<file path="src/rtl/fas_seq_pkg.sv">
// Shared definitions for the multi-precision add/subtract sequencer:
// state encoding, slice width and operation codes.
package fas_seq_pkg;

  localparam int BYTE_W = 8;

  localparam logic OP_ADD = 1'b0;
  localparam logic OP_SUB = 1'b1;

  typedef enum logic [1:0] {
    ST_IDLE = 2'd0,
    ST_RUN  = 2'd1,
    ST_DONE = 2'd2
  } state_e;

endpackage

</file>
<file path="src/rtl/FAS_8bit.sv">
// 8-bit add/sub slice. The B operand is conditioned by XOR with the carry-in
// internally, so callers pre-XOR B with the carry to obtain a plain add.
module FAS_8bit (
  input  logic [7:0] i_A,
  input  logic [7:0] i_B,
  input  logic       i_C,
  output logic [7:0] o_S,
  output logic       o_C
);

  logic [7:0] b_cond_s;

  assign b_cond_s   = i_B ^ {8{i_C}};
  assign {o_C, o_S} = {1'b0, i_A} + {1'b0, b_cond_s} + {8'd0, i_C};

endmodule

</file>
<file path="src/rtl/fas_mp_seq.sv">
// Multi-precision add/subtract sequencer: one FAS_8bit slice walked LSB-first
// over NBYTES bytes. Define FAS_SEQ_FLAGS_EN to build the o_ovf/o_zero flags.
module fas_mp_seq
  import fas_seq_pkg::*;
#(
  parameter int NBYTES = 4
) (
  input  logic                     i_clk,
  input  logic                     i_rst,
  input  logic                     i_valid,
  output logic                     o_ready,
  input  logic                     i_sub,
  input  logic [BYTE_W*NBYTES-1:0] i_A,
  input  logic [BYTE_W*NBYTES-1:0] i_B,
  output logic                     o_valid,
  input  logic                     i_ready,
  output logic [BYTE_W*NBYTES-1:0] o_S,
  output logic                     o_C,
  output logic                     o_ovf,
  output logic                     o_zero,
  output logic                     o_busy
);

  localparam int W  = BYTE_W * NBYTES;
  localparam int IW = $clog2(NBYTES);
  localparam logic [IW-1:0] LAST_IDX = IW'(NBYTES - 1);

  state_e              state_q;
  logic [W-1:0]        a_q;
  logic [W-1:0]        b_q;
  logic                sub_q;
  logic [IW-1:0]       idx_q;
  logic                carry_q;
  logic [W-1:0]        s_q;
  logic                c_q;

  logic [BYTE_W-1:0]   a_byte_s;
  logic [BYTE_W-1:0]   b_byte_s;
  logic [BYTE_W-1:0]   b_eff_s;
  logic [BYTE_W-1:0]   slice_b_s;
  logic [BYTE_W-1:0]   sum_s;
  logic                cout_s;

  assign a_byte_s  = a_q[idx_q*BYTE_W +: BYTE_W];
  assign b_byte_s  = b_q[idx_q*BYTE_W +: BYTE_W];
  assign b_eff_s   = (sub_q == OP_SUB) ? ~b_byte_s : b_byte_s;
  // Pre-XOR with the carry so the slice's internal XOR cancels it out.
  assign slice_b_s = b_eff_s ^ {BYTE_W{carry_q}};

  FAS_8bit u_slice (
    .i_A (a_byte_s),
    .i_B (slice_b_s),
    .i_C (carry_q),
    .o_S (sum_s),
    .o_C (cout_s)
  );

  always_ff @(posedge i_clk) begin
    if (i_rst) begin
      state_q <= ST_IDLE;
      a_q     <= '0;
      b_q     <= '0;
      sub_q   <= OP_ADD;
      idx_q   <= '0;
      carry_q <= 1'b0;
      s_q     <= '0;
      c_q     <= 1'b0;
    end else begin
      case (state_q)
        ST_IDLE: begin
          if (i_valid) begin
            a_q     <= i_A;
            b_q     <= i_B;
            sub_q   <= i_sub;
            idx_q   <= '0;
            carry_q <= i_sub;
            state_q <= ST_RUN;
          end
        end
        ST_RUN: begin
          s_q[idx_q*BYTE_W +: BYTE_W] <= sum_s;
          carry_q                     <= cout_s;
          if (idx_q == LAST_IDX) begin
            c_q     <= cout_s;
            state_q <= ST_DONE;
          end else begin
            idx_q <= idx_q + IW'(1);
          end
        end
        ST_DONE: begin
          if (i_ready) begin
            state_q <= ST_IDLE;
          end
        end
        default: begin
          state_q <= ST_IDLE;
        end
      endcase
    end
  end

  assign o_ready = (state_q == ST_IDLE);
  assign o_valid = (state_q == ST_DONE);
  assign o_busy  = (state_q != ST_IDLE);
  assign o_S     = s_q;
  assign o_C     = c_q;

`ifdef FAS_SEQ_FLAGS_EN
  logic ovf_q;
  logic zero_q;
  logic nz_acc_q;

  // Zero flag is a running OR of result bytes; both flags latch on the last byte.
  always_ff @(posedge i_clk) begin
    if (i_rst) begin
      ovf_q    <= 1'b0;
      zero_q   <= 1'b0;
      nz_acc_q <= 1'b0;
    end else if (state_q == ST_IDLE && i_valid) begin
      nz_acc_q <= 1'b0;
    end else if (state_q == ST_RUN) begin
      nz_acc_q <= nz_acc_q | (|sum_s);
      if (idx_q == LAST_IDX) begin
        ovf_q  <= (a_byte_s[BYTE_W-1] == b_eff_s[BYTE_W-1]) &
                  (sum_s[BYTE_W-1] != a_byte_s[BYTE_W-1]);
        zero_q <= ~(nz_acc_q | (|sum_s));
      end
    end
  end

  assign o_ovf  = ovf_q;
  assign o_zero = zero_q;
`else
  assign o_ovf  = 1'b0;
  assign o_zero = 1'b0;
`endif

endmodule

</file>
<file path="config.mk">
export PLATFORM = sky130hd
export DESIGN_NAME = fas_mp_seq
export DESIGN_NICKNAME = d
export VERILOG_FILES = /design/src/rtl/fas_seq_pkg.sv /design/src/rtl/FAS_8bit.sv /design/src/rtl/fas_mp_seq.sv
export SDC_FILE = /design/constraint.sdc
export NUM_CORES = 1
export LEC_CHECK = 0
export ABC_CLOCK_PERIOD_IN_PS = 3990
export CAP_MARGIN = 0
export CORE_UTILIZATION = 50
export DETAILED_ROUTE_END_ITERATION = 6
export PLACE_DENSITY_LB_ADDON = 0.05
export SYNTH_ARGS = -nofsm -noshare
export SYNTH_HDL_FRONTEND = slang
export SYNTH_SLANG_ARGS = --single-unit
</file>
<file path="constraint.sdc">
create_clock -name i_clk -period 3.99 [get_ports i_clk]
set_input_delay 0.798 -clock i_clk [delete_from_list [all_inputs] [get_ports i_clk]]
set_output_delay 0.798 -clock i_clk [all_outputs]
set_load 0.1 [all_outputs]
</file>
==> results.sh <==
export IMPL_status="complete, no violations"
export IMPL_grt_pass1_vias=3937
export IMPL_arrival_ns=3.82
export IMPL_route_met2_wl_mm=5.38
export IMPL_cts_tree="done"
export IMPL_grt_overflow=0
export IMPL_ctsHoldBuffers=0
export IMPL_vias_per_cell=5.48
export IMPL_wl_per_cell_um=14.7
export IMPL_ir_drop_mv=0.234
export IMPL_tightest_slew_ns=1.14
export IMPL_path_clk_slew_ns=0.10
export IMPL_synth_avg_cell_area_um2=8.50
export IMPL_final_setup_tns_ns=0
export IMPL_synth_edf_count=0
export IMPL_synthDistinctLibCells=54
export IMPL_slew_headroom_pct=24.0
export IMPL_initialDrtViolationCount=246
export IMPL_fin_ws_ns=0.495
export IMPL_fillers=762
export IMPL_route_detailed_drc=0
export IMPL_syn_inst=552
export IMPL_die_h_um=98.9
export IMPL_ctsResizeCount=0
export IMPL_wl_met1_mm=4.81
export IMPL_hold_path_class="reg -> reg"
export IMPL_dp_hpwl_mm=8.24
export IMPL_die_w_um=98.9
export IMPL_start_kind="flip-flop"
export IMPL_cp_max_fo=9
export IMPL_cts_setup_buffers=0
export IMPL_initial_utilization_pct=52.8
export IMPL_grt_start_max_net_pins=67
export IMPL_grt_first_pass_wirelength_mm=18.8
export IMPL_final_cell_mix="nand2_1 (147), dfxtp_1 (103), clkdlybuf4s50_1 (103)"
export IMPL_drive_gt1_share_pct=7.14
export IMPL_synth_ff_latch_count=103
export IMPL_fmax_mhz=286
export IMPL_core_um2=8890
export IMPL_cts_buffers=9
export IMPL_clk_latency_ns=0.38
export IMPL_rsz0062_at_grt="false"
export IMPL_cts_htree_levels=3
export IMPL_p_leak_nw=2.20
export IMPL_grt_usage_pct=24.2
export IMPL_regArea_um2=2060
export IMPL_dr_pass1_iters=5
export IMPL_hold_viol=0
export IMPL_total_power_w=0.00218
export IMPL_gp_congestion=0.863
export IMPL_antenna_found_initial=0
export IMPL_yosysSeqAreaShare_pct=44.0
export IMPL_core_rowCount=34
export IMPL_io_pins=107
export IMPL_synth_main_ff_cell="dfxtp_1"
export IMPL_final_core_util_pct=67.0
export IMPL_fin_skew_ns=0.0170
export IMPL_dr_max_layer_used="met4"
export IMPL_cts_sinks=103
export IMPL_synthArstFlopShare_pct=0
export IMPL_layout_commonest_cell="nand2_1"
export IMPL_maxCapViolations=0
export IMPL_area_delta_synth_final_pct=27.0
export IMPL_clockRootBuffer="clkbuf_8"
export IMPL_nets=722
export IMPL_powerDensity_nw_per_um2=365
export IMPL_yosys_warnings=0
export IMPL_post_dp_cell_area_um2=5770
export IMPL_design_area_um2=5960
export IMPL_post_route_period_util_pct=87.6
export IMPL_preCtsSetupSlack_ns=0.515
export IMPL_endpoint_kind="flip-flop"
export IMPL_clockBufferDepth=2
export IMPL_required_ns=4.31
export IMPL_num_antenna_cells=0
export IMPL_multi_input_area_um2=2450
export IMPL_port_buffer_count=104
export IMPL_worst_setup_path_type="reg -> reg"
export IMPL_ant_nets=0
export IMPL_drv_slew=0
export IMPL_wl_met3_um=611
export IMPL_min_period_ns=3.50
export IMPL_setup_violations_final=0
export IMPL_dieArea_um2=9770
export IMPL_via_count=4124
export IMPL_netlist_area_um2=4690
export IMPL_finalWirelength_mm=11.1
==> final cells by class <==
type	count	area share (%)
clock inverter	6	1.05
clock buffer	10	2.14
timing repair buffer	110	18.2
multi-input combinational	405	41.1
sequential	103	34.6
tap	108	2.27
inverter	10	0.630
==> critical path, stage by stage, from the launching register on <==
cell and delay [ns]:
dfxtp_1 0.63, mux4_2 0.57, xor2_1 0.16, ha_1 0.44, a21oi_1 0.12, o21ai_0 0.34, or3_1 0.18, o2111ai_1 0.12
a2111oi_2 0.66, a32o_1 0.22
==> power by group <==
group / internal [W] / switching (W) / total, W
Sequential: 0.00107 / 0.0000315 / 0.00110
Combinational: 0.000175 / 0.000264 / 0.000439
Clock: 0.000245 / 0.000388 / 0.000633
==> cells in the mapped netlist, drive strengths merged, types with 3 or more instances <==
master  number  area share [%]
buf         10             1.2
xor2         9             1.7
nor2b        3            0.40
inv         10            0.80
o21ai        9            0.96
nand3        5            0.53
mux4        16             7.8
nand2      148              12
mux2i        4            0.85
dfxtp      103              44
clkbuf      25             2.0
a22o         5            0.93
a32o         4            0.85
a22oi       16             2.6
nor3         5            0.53
a21oi       80             8.6
nor2        50             4.0
ha          13             3.5
xnor2        3            0.96
o22ai        3            0.40
==> metrics by stage <==
| stage | hold slack [ns] | instances |
|---|---|---|
| final | 0.448 | 752 |
| after global routing | 0.467 | 752 |
| after floorplan | 0.433 | 553 |
| after global placement | 0.439 | 736 |
| after detailed placement | 0.438 | 736 |
| after CTS | 0.452 | 752 |
==> path summary, 6_finish.rpt <==
| kind | to | from | depth (start not counted) | slack (ns) |
|---|---|---|---|---|
| max | o_S[13] | idx_q[1] | 9 | 0.49 |
| min | o_S[3] | o_S[3] | 2 | 0.45 |
| max reg2reg | o_S[13] | idx_q[1] | 9 | 0.49 |
| min reg2reg | o_S[3] | o_S[3] | 2 | 0.45 |
==> kinds of logic (layout without fill, tap and decap cells) <==
group | after synthesis | after routing | share of synthesized area [%]
and+or+nand+nor | 226 | 226 | 19.7
AOI/OAI and AO/OA | 130 | 130 | 16.9
other | 1 | 2 | 0.0799
xor gates and xnor gates | 12 | 12 | 2.64
adders and majority gates | 14 | 14 | 3.89
DFF | 103 | 103 | 44.0
buffers and inverters | 45 | 136 | 3.97
muxes | 21 | 21 | 8.86
==> layer usage <==
metal | vias to the layer above | GRT usage (%)
li1 | 2076 | -
met1 | 1875 | 30.4
met2 | 151 | 40.6
met3 | 22 | 6.03
met4 | 0 | 8.38
met5 | - | 0
==> state kept, by name (all words and copies together), names as in the netlist <==
name,count
o_C,1
sub_q,1
state_q,2
o_S,32
carry_q,1
b_q,32
idx_q,2
a_q,32
No activity file was read; power rests on OpenSTA's default activity.
